## src/rtl/fetch_pkg.sv

```systemverilog
// Shared types and constants for the instruction fetch stage.
package fetch_pkg;

  typedef enum logic [1:0] {
    REQ   = 2'd0,
    WAIT  = 2'd1,
    HOLD  = 2'd2,
    FAULT = 2'd3
  } fetch_state_e;

  localparam logic [31:0] NOP_INSTR        = 32'h0000_0013;
  localparam logic [31:0] DEFAULT_RESET_PC = 32'h0000_0000;

  function automatic logic addr_misaligned(input logic [31:0] addr);
    return (addr[1:0] != 2'b00);
  endfunction

endpackage

```

## src/rtl/next_pc_calc.sv

```systemverilog
// Combinational next-PC selection for the held instruction plus its
// word-alignment check; jalr has priority over jal/branch.
module next_pc_calc
  import fetch_pkg::*;
(
  input  logic [31:0] pc_i,
  input  logic [31:0] imm_ext_i,
  input  logic [31:0] rs1_data_i,
  input  logic        branch_taken_i,
  input  logic        jal_i,
  input  logic        jalr_i,
  output logic [31:0] next_pc_o,
  output logic        misaligned_o
);

  logic [31:0] seq_pc_s;
  logic [31:0] rel_pc_s;
  logic [31:0] reg_pc_s;

  assign seq_pc_s = pc_i + 32'd4;
  assign rel_pc_s = pc_i + imm_ext_i;
  assign reg_pc_s = (rs1_data_i + imm_ext_i) & ~32'h0000_0001;

  // Target priority: jalr, then jal/taken branch, then sequential.
  always_comb begin
    next_pc_o = seq_pc_s;
    if (jalr_i) begin
      next_pc_o = reg_pc_s;
    end else if (jal_i || branch_taken_i) begin
      next_pc_o = rel_pc_s;
    end else begin
      next_pc_o = seq_pc_s;
    end
  end

  assign misaligned_o = addr_misaligned(next_pc_o);

endmodule

```

## src/rtl/fetch_unit.sv

```systemverilog
// Multi-cycle fetch stage: one request in flight, a one-entry instruction
// holding register, and a PC that advances only when decode accepts.
module fetch_unit
  import fetch_pkg::*;
#(
  parameter logic [31:0] RESET_PC = DEFAULT_RESET_PC
) (
  input  logic        clk,
  input  logic        rst,
  output logic        imem_req_valid,
  input  logic        imem_req_ready,
  output logic [31:0] imem_addr,
  input  logic        imem_rsp_valid,
  input  logic [31:0] imem_rsp_data,
  output logic [31:0] instr,
  output logic        instr_valid,
  input  logic        instr_ready,
  output logic [31:0] pc,
  output logic [31:0] pc_plus4,
  input  logic [31:0] imm_ext,
  input  logic [31:0] rs1_data,
  input  logic        branch_taken,
  input  logic        jal,
  input  logic        jalr,
  output logic        misaligned
);

  fetch_state_e state_q, state_d;
  logic [31:0]  pc_q, pc_d;
  logic [31:0]  pc_plus4_q, pc_plus4_d;
  logic [31:0]  instr_q, instr_d;
  logic         instr_valid_q, instr_valid_d;
  logic         req_valid_q, req_valid_d;
  logic         misaligned_q, misaligned_d;

  logic [31:0]  next_pc_s;
  logic         next_misaligned_s;

  next_pc_calc u_next_pc_calc (
    .pc_i           (pc_q),
    .imm_ext_i      (imm_ext),
    .rs1_data_i     (rs1_data),
    .branch_taken_i (branch_taken),
    .jal_i          (jal),
    .jalr_i         (jalr),
    .next_pc_o      (next_pc_s),
    .misaligned_o   (next_misaligned_s)
  );

  // Next-state logic; flag outputs are derived from the next state so
  // that they leave the flops with no input-to-output combinational path.
  always_comb begin
    state_d    = state_q;
    pc_d       = pc_q;
    pc_plus4_d = pc_plus4_q;
    instr_d    = instr_q;
    case (state_q)
      REQ: begin
        // req_valid_q gates the handshake so the post-reset cycle cannot accept.
        if (req_valid_q && imem_req_ready) begin
          state_d = WAIT;
        end else begin
          state_d = REQ;
        end
      end
      WAIT: begin
        if (imem_rsp_valid) begin
          instr_d = imem_rsp_data;
          state_d = HOLD;
        end else begin
          state_d = WAIT;
        end
      end
      HOLD: begin
        if (instr_ready) begin
          if (next_misaligned_s) begin
            state_d = FAULT;
          end else begin
            pc_d       = next_pc_s;
            pc_plus4_d = next_pc_s + 32'd4;
            state_d    = REQ;
          end
        end else begin
          state_d = HOLD;
        end
      end
      FAULT: begin
        state_d = FAULT;
      end
      default: begin
        state_d = REQ;
      end
    endcase
    req_valid_d   = (state_d == REQ);
    instr_valid_d = (state_d == HOLD);
    misaligned_d  = (state_d == FAULT);
  end

  // State and output registers with synchronous reset.
  always_ff @(posedge clk) begin
    if (rst) begin
      state_q       <= REQ;
      pc_q          <= RESET_PC;
      pc_plus4_q    <= RESET_PC + 32'd4;
      instr_q       <= NOP_INSTR;
      instr_valid_q <= 1'b0;
      req_valid_q   <= 1'b0;
      misaligned_q  <= 1'b0;
    end else begin
      state_q       <= state_d;
      pc_q          <= pc_d;
      pc_plus4_q    <= pc_plus4_d;
      instr_q       <= instr_d;
      instr_valid_q <= instr_valid_d;
      req_valid_q   <= req_valid_d;
      misaligned_q  <= misaligned_d;
    end
  end

  assign imem_req_valid = req_valid_q;
  assign imem_addr      = pc_q;
  assign instr          = instr_q;
  assign instr_valid    = instr_valid_q;
  assign pc             = pc_q;
  assign pc_plus4       = pc_plus4_q;
  assign misaligned     = misaligned_q;

endmodule

```

## config.mk

```make
export PLATFORM = sky130hd
export DESIGN_NAME = fetch_unit
export DESIGN_NICKNAME = d
export VERILOG_FILES = /design/src/rtl/fetch_pkg.sv /design/src/rtl/next_pc_calc.sv /design/src/rtl/fetch_unit.sv
export SDC_FILE = /design/constraint.sdc
export NUM_CORES = 1
export LEC_CHECK = 0
export BUFFER_PORTS_ARGS = -buffer_cell sky130_fd_sc_hd__buf_2
export CAP_MARGIN = 20
export CORE_MARGIN = 4
export CORE_UTILIZATION = 59
export DETAILED_ROUTE_END_ITERATION = 8
export GPL_ROUTABILITY_DRIVEN = 0
export PLACE_DENSITY_LB_ADDON = 0.3
export SLEW_MARGIN = 20
export SYNTH_ARGS = -nofsm -noshare
export SYNTH_HDL_FRONTEND = slang
export SYNTH_SLANG_ARGS = --single-unit
```

## constraint.sdc

```tcl
create_clock -name clk -period 8.3 [get_ports clk]
set_input_delay 0.83 -clock clk [delete_from_list [all_inputs] [get_ports clk]]
set_output_delay 0.83 -clock clk [all_outputs]
set_load 0.005 [all_outputs]
```

After elaboration in Yosys (flattened, before gate mapping). Cells that the tools add are included. Widths: inputs -> output; s select.

Bits of input ports: 104. Logic and storage cells: 31. Output and inout port bits: 131. Register bits after elaboration: 101.

Add/sub/neg operators: 4. Multiplexer cells: 7. Bitwise operators: 1. Equal/unequal tests: 5. Reduce and logical (&&, ||, !) cells: 7.

Operators by type and width (count): $add 32x3->32 const B (2); $add 32x32->32 (2); $mux 32 (2); $eq 2x2->1 const B (4); $pmux 2 s4 (1); $mux 2 (3); $logic_not 2->1 (2); $reduce_and 3->1 (1); $eq 2x1->1 const B (1); $reduce_and 2->1 (1); $reduce_bool 2->1 (1); $logic_and 1x1->1 (1); $logic_or 1x1->1 (1); $mux 1 (1); $not 1->1 (1).

Logic depth before layout (Yosys ltp). Gate-level depths: netlist of run 1.

Word-level depth: 8. Depth in mapped cells: 14.

Modules after synthesis. Synthesis of run 1 repeated with hierarchy kept, for this count alone.

Cell total of the unflattened synthesis: 1157. Area, all modules: 8489.4 um^2.

Modules (own cells, without submodules): fetch_unit (seq. area each 1981.9 um^2, area each 4341.7 um^2, cells each 545, times used 1); next_pc_calc (seq. area each 0.0 um^2, area each 4147.7 um^2, cells each 612, times used 1).

Worst setup path after synthesis of run 1. Ideal clock, no wire load.

Path type: input-to-reg. Start: in imm_ext[0]. End: reg pc_plus4_q[24] (netlist: pc_plus4[24]). Path slack: 4.027 ns. Stages: 13. Library setup time: 0.127 ns. Arrival: 4.145 ns. Cells stage by stage: and2_1 -> fa_1 -> a21o_1 -> a221oi_2 -> o21ai_1 -> a21oi_1 -> xnor2_1 -> a221oi_1 -> or4b_4 -> or4_4 -> nor4_4 -> xnor2_1 -> o21ai_1.

Word-level cells in the longest chain between the ends: 6.

Ends and longest elaborated chain: start: declaration (RTL line fetch_unit.sv:20) `input logic [31:0] imm_ext,`; $add 32x32->32 (RTL line next_pc_calc.sv:21) `assign rel_pc_s = pc_i + imm_ext_i;`; $mux 32 (RTL line next_pc_calc.sv:29) `end else if (jal_i || branch_taken_i) begin`; $mux 32 (*) (RTL line next_pc_calc.sv:27) `if (jalr_i) begin`; parallel branches: the longest is 3 deep, another holds $add 32x3->32; end signal: assignment (RTL line fetch_unit.sv:104) `pc_plus4_q <= RESET_PC + 32'd4;`; end signal: assignment (RTL line fetch_unit.sv:112) `pc_plus4_q <= pc_plus4_d;`; end: declaration (RTL line fetch_unit.sv:30) `logic [31:0] pc_plus4_q, pc_plus4_d;`.

Every way passes the cells marked *. A chain may end at the register's enable or synchronous reset.

Worst setup path after layout of run 1.
Start: in imm_ext[0]. End: reg pc_plus4_q[26] (netlist: pc_plus4[26]).

Same word-level chain as after synthesis.

==> impl_metrics.env, run 1 <==
export IMPL_hold_ws_ps=448
export IMPL_drive_gt1_share_pct=21.1
export IMPL_critPathKind="in2reg"
export IMPL_cts_root_buffer_cell="clkbuf_16"
export IMPL_clk_pin_slew_ps=70
export IMPL_overflow=0
export IMPL_cp_top_family="simple AND/OR/NAND/NOR gates"
export IMPL_stdcell_area_mm2=0.0103
export IMPL_portBuffers=234
export IMPL_yosysTopAreaCell="dfxtp_1"
export IMPL_clock_sinks=99
export IMPL_antenna_left=0
export IMPL_synth_commonest_cells="nand2_1 (178), a21oi_1 (131), nor2_1 (104)"
export IMPL_n_antenna_cell=0
export IMPL_slew_violations=0
export IMPL_cap_violations=0
export IMPL_htreeDepth=3
export IMPL_outcome="finished clean"
export IMPL_placed_cell_area_mm2=0.0100
export IMPL_synth_cells=1242
export IMPL_synth_nets=1411
export IMPL_cp_num_buf_inv=1
export IMPL_cts_tree="built"
export IMPL_ys_seq_elements=99
export IMPL_worst_slack_ps=3790
export IMPL_post_route_min_period_ps=4510
export IMPL_pre_cts_ws_ps=3470
export IMPL_critical_path_max_fanout=7
export IMPL_ys_async_sr_fraction_pct=0
export IMPL_synth_avg_cell_area_um2=7.30
export IMPL_dpl_hpwl_um=21300
export IMPL_grt_max_degree=99
export IMPL_post_cts_resized=0
export IMPL_cts_setup_buffers=0
export IMPL_syn2layout_area_growth_pct=13.8
export IMPL_fin_tns_setup_ps=0
export IMPL_ys_flop_type="dfxtp_1"
export IMPL_gr_usage_all_layers_pct=29.7
export IMPL_route_detailed_drc=0
export IMPL_dieArea_mm2=0.0174
export IMPL_synth_edff_count=0
export IMPL_die_y_um=132
export IMPL_rsz0062_at_grt="no"
export IMPL_crit_path_cell_trace="buf_2, and2_1, fa_1, a21o_1, a221oi_2, o21ai_1, a21oi_1, xnor2_1, a221oi_1, or4b_4, or4_4, nor4_4, a211o_1, nand3_1"
export IMPL_p_leak_nw=4.50
export IMPL_core_mm2=0.0151
export IMPL_holdCritPathClass="reg2reg"
export IMPL_peakVddDrop_v=0.000120
export IMPL_fin_skew_ps=7.32
export IMPL_n_fill_cell=1365
export IMPL_synth_most_common_cell="nand2_1"
export IMPL_drt_pre_antenna_iters=6
export IMPL_cp_data_required_time_ps=8520
export IMPL_yosysWarnings=0
export IMPL_hold_viol_final=0
export IMPL_clock_latency_ps=340
export IMPL_relSlewSlack_pct=35.1
export IMPL_final_nets=1564
export IMPL_cts_buffer_depth=2
export IMPL_initial_core_util_pct=59.9
export IMPL_power_density_mw_per_mm2=127
export IMPL_yosysTopAreaCellShare_pct=21.8
export IMPL_grt_pass1_wl_um=43800
export IMPL_synth_area_leaders="dfxtp_1 (22%), ha_1 (8.7%), nand2_1 (7.4%), a21oi_1 (7.2%), nor2_1 (4.3%)"
export IMPL_wl_per_cell_um=17.5
export IMPL_antenna_found_initial=1
export IMPL_max_freq_mhz=222
export IMPL_grt_pass1_vias=9149
export IMPL_worstMarginPinSlew_ps=974
export IMPL_critPathSlowestCell="or4b_4"
export IMPL_synth_cell_types=85
export IMPL_viasPerCell=6.29
export IMPL_critPathCaptureType="flip-flop"
export IMPL_setup_violations=0
export IMPL_rows=45
export IMPL_cts_buffers=9
export IMPL_netlist_area_mm2=0.00907
export IMPL_die_width_um=132
export IMPL_io_pins=235
export IMPL_ctsHoldBuffers=0
export IMPL_cp_slowest_stage_delay_ps=630
export IMPL_ys_seq_area_share_pct=21.8
export IMPL_routed_wl_um=27700
export IMPL_start_kind="primary input"
export IMPL_dr_first_iter_drc_count=992
export IMPL_vias=9985
export IMPL_critical_path_arrival_ps=4730
export IMPL_period_share_pct=54.4
## cells by family after synthesis
family | synth area share [%]
buffers and inverters | 6.32
adder cells (fa/ha/maj) | 9.13
AND/OR/NAND/NOR | 27.9
flip-flops | 21.8
AO/OA/AOI/OAI | 26.0
XOR/XNOR | 7.42
multiplexers | 1.38
## worst register-to-register path, delay by kind of cell, from the launching register on
kind / cells / cell delay, ps
flops: 1 / 590
simple gates: 5 / 1820
fa+ha+maj: 1 / 420
compound gates: 6 / 1310
## flip-flops by register name, summed over array words and instances, names as in the netlist
| signal | count |
|---|---|
| imem_addr | 32 |
| state_q | 2 |
| instr_valid | 1 |
| misaligned | 1 |
| imem_req_valid | 1 |
| instr | 32 |
| pc_plus4 | 30 |
## layer usage
| metal | global-route usage (%) | wire [um] |
|---|---|---|
| met5 | 0 | 20 |
| met4 | 15.7 | 1440 |
| met2 | 51.4 | 13200 |
| met1 | 35.6 | 11000 |
| met3 | 4.54 | 2080 |
## cell type report
class,count,area [um2],share of cell area [%]
multi-input combinational,1026,6530,63.2
sequential,99,1980,19.2
timing repair buffer,241,1220,11.9
clock buffer,12,267,2.58
tap,188,235,2.28
inverter,18,67.6,0.654
clock inverter,4,23.8,0.230
## path summary, 6_finish.rpt
path | slack [ps] | cells past startpoint | start | to
worst max-delay path | 3790 | 14 | imm_ext[0] | pc_plus4[26]
worst min-delay path | 450 | 2 | pc_plus4[10] | pc_plus4[10]
worst max register to register | 4040 | 12 | imem_addr[6] | pc_plus4[26]
worst min register to register | 450 | 2 | pc_plus4[10] | pc_plus4[10]
## through the flow
stage | total power [mW] | utilization (%) | std cells
floorplan | 0.790 | - | 1242
global placement | 0.903 | 66.2 | 1572
detailed placement | 0.910 | 66.3 | 1572
CTS | 1.31 | 68.2 | 1588
global route | 1.37 | 68.2 | 1588
finish | 1.31 | 68.2 | 1588
## power breakdown
part / switching, mW / internal (mW)
registers: 0.0114 / 0.488
logic: 0.252 / 0.156
clock network: 0.172 / 0.227
## layout by cell type (no fill, tap or decap), types with 33 or more instances in the layout
master / instances
o21ai_0: 59
nor2_1: 102
a211oi_1: 33
ha_1: 63
buf_2: 234
xor2_1: 36
dfxtp_1: 99
nand2_1: 178
nand4_1: 36
xnor2_1: 39
nand3_1: 35
a21oi_1: 131
nor3_1: 34
Note: power is estimated with default switching activity, not from simulation.
==> run 2: changes to the inputs <==
--- a/config.mk
+++ b/config.mk
@@ -8,7 +8,7 @@
 export BUFFER_PORTS_ARGS = -buffer_cell sky130_fd_sc_hd__buf_2
 export CAP_MARGIN = 20
 export CORE_MARGIN = 4
-export CORE_UTILIZATION = 59
+export CORE_UTILIZATION = 55
 export DETAILED_ROUTE_END_ITERATION = 8
 export GPL_ROUTABILITY_DRIVEN = 0
 export PLACE_DENSITY_LB_ADDON = 0.3
==> constraint.sdc (replaced) <==
create_clock -name clk -period 4.45 [get_ports clk]
set_input_delay 0.445 -clock clk [delete_from_list [all_inputs] [get_ports clk]]
set_output_delay 0.445 -clock clk [all_outputs]
set_load 0.005 [all_outputs]
==> run 2 against run 1 <==
  * Worst setup slack got worse by 3500 ps
  * Clock-buffer cell count unchanged
  * Critical path type is now reg2reg
  * Non-clock buffer count is 35 higher
  * Highest routed layer is now met4
  * Largest power group unchanged
  * Sequential share of layout area shrank 0.51 points
  * Critical path depth down 1
==> impl_metrics.env, run 2 (synthesized netlist as in run 1, its figures left out) <==
export IMPL_post_cts_resized=0
export IMPL_max_freq_mhz=239
export IMPL_cp_top_family="simple AND/OR/NAND/NOR gates"
export IMPL_routed_wl_um=28800
export IMPL_dieArea_mm2=0.0186
export IMPL_relSlewSlack_pct=36.0
export IMPL_gr_usage_all_layers_pct=29.9
export IMPL_cts_root_buffer_cell="clkbuf_16"
export IMPL_clock_sinks=99
export IMPL_cp_slowest_stage_delay_ps=590
export IMPL_critical_path_arrival_ps=4400
export IMPL_cts_buffers=9
export IMPL_n_antenna_cell=0
export IMPL_power_density_mw_per_mm2=233
export IMPL_rows=46
export IMPL_rsz0062_at_grt="no"
export IMPL_crit_path_cell_trace="ha_1, fa_1, a21oi_1, o21ai_1, a31oi_1, xnor2_1, mux2i_1, o32ai_2, or4b_4, or4_4, nor4_4, a211o_1, nand3_1"
export IMPL_wl_per_cell_um=17.5
export IMPL_fin_tns_setup_ps=0
export IMPL_route_detailed_drc=0
export IMPL_p_leak_nw=4.67
export IMPL_post_route_min_period_ps=4180
export IMPL_critPathCaptureType="flip-flop"
export IMPL_io_pins=235
export IMPL_cp_num_buf_inv=0
export IMPL_fin_skew_ps=6.10
export IMPL_die_width_um=136
export IMPL_ctsHoldBuffers=0
export IMPL_cts_buffer_depth=2
export IMPL_critPathKind="reg2reg"
export IMPL_antenna_found_initial=0
export IMPL_setup_violations=0
export IMPL_dr_first_iter_drc_count=746
export IMPL_die_y_um=136
export IMPL_worstMarginPinSlew_ps=949
export IMPL_mostFrequentLayoutCells="buf_2 (234), nand2_1 (178), a21oi_1 (131), nor2_1 (102), dfxtp_1 (99)"
export IMPL_grt_max_degree=67
export IMPL_clock_latency_ps=340
export IMPL_final_nets=1599
export IMPL_cp_data_required_time_ps=4670
export IMPL_overflow=0
export IMPL_critPathSlowestCell="or4_4"
export IMPL_post_route_util_pct=66.3
export IMPL_start_kind="flip-flop"
export IMPL_syn2layout_area_growth_pct=17.0
export IMPL_holdCritPathClass="in2reg"
export IMPL_antenna_left=0
export IMPL_portBuffers=234
export IMPL_drive_gt1_share_pct=22.7
export IMPL_drt_pre_antenna_iters=5
export IMPL_clk_pin_slew_ps=60
export IMPL_period_share_pct=93.8
export IMPL_outcome="finished clean"
export IMPL_peakVddDrop_v=0.000200
export IMPL_htreeDepth=3
export IMPL_ff2ff_setup_slack_ps=270
export IMPL_initial_core_util_pct=56.7
export IMPL_final_common_cell="buf_2"
export IMPL_viasPerCell=6.14
export IMPL_critical_path_max_fanout=8
export IMPL_hold_viol_final=0
export IMPL_core_mm2=0.0160
export IMPL_cts_setup_buffers=0
export IMPL_cap_violations=0
export IMPL_slew_violations=0
export IMPL_grt_pass1_vias=9364
export IMPL_dpl_hpwl_um=22800
export IMPL_cts_tree="built"
export IMPL_vias=10100
export IMPL_grt_pass1_wl_um=45300
-- run 2: cell types whose count changed in the layout (fill, tap and decap cells not counted), sizes merged --
cell | before | now
buf | 241 | 276
bufinv | 0 | 1
clkinv | 4 | 2
-- run 2: report_power, final --
group          switching [mW]  internal, mW
Sequential             0.0188         0.910
Clock                   0.313         0.431
Combinational           0.481         0.315
Total                   0.812          1.66
-- run 2: layer usage --
layer	vias to the layer above	global-route usage (%)	part of all wire [%]
li1	4910	-	-
met1	4585	36.5	40
met2	511	49.2	46
met5	-	0	0
met4	0	18.8	6.8
met3	121	4.59	6.9
-- run 2: worst register-to-register path, cell delays in order (launching register included) --
cell     delay, ps
dfxtp_1        360
ha_1           240
fa_1           430
a21oi_1        260
o21ai_1        140
a31oi_1        270
xnor2_1        150
mux2i_1        120
o32ai_2        300
or4b_4         560
or4_4          590
nor4_4         380
a211o_1        200
nand3_1         60
-- run 2: cell type report --
type,instances,area (um2)
clock buffer,12,236
clock inverter,3,40.0
fill,1483,5390
inverter,18,67.6
multi-input combinational,1026,6530
sequential,99,1980
tap,216,270
timing repair buffer,276,1490
-- run 2: path summary, 6_finish.rpt --
path	to	from	cells after the start
worst max-delay path	pc_plus4[31]	imem_addr[0]	13
worst min register to register	pc_plus4[14]	pc_plus4[14]	2
worst min-delay path	instr[1]	imem_rsp_data[1]	3
worst max register to register	pc_plus4[31]	imem_addr[0]	13
-- run 2: per-stage QoR --
stage               total power, mW  worst slack (ps)  hold WS, ps  std cells  cell area [um2]
floorplan                      1.47               562          439       1242             9070
global placement               1.72               218          430       1635            10300
detailed placement             1.73              92.2          440       1635            10300
CTS                            2.47               325          310       1650            10600
global route                   2.59              22.9          326       1650            10600
finish                         2.47               274          323       1650            10600
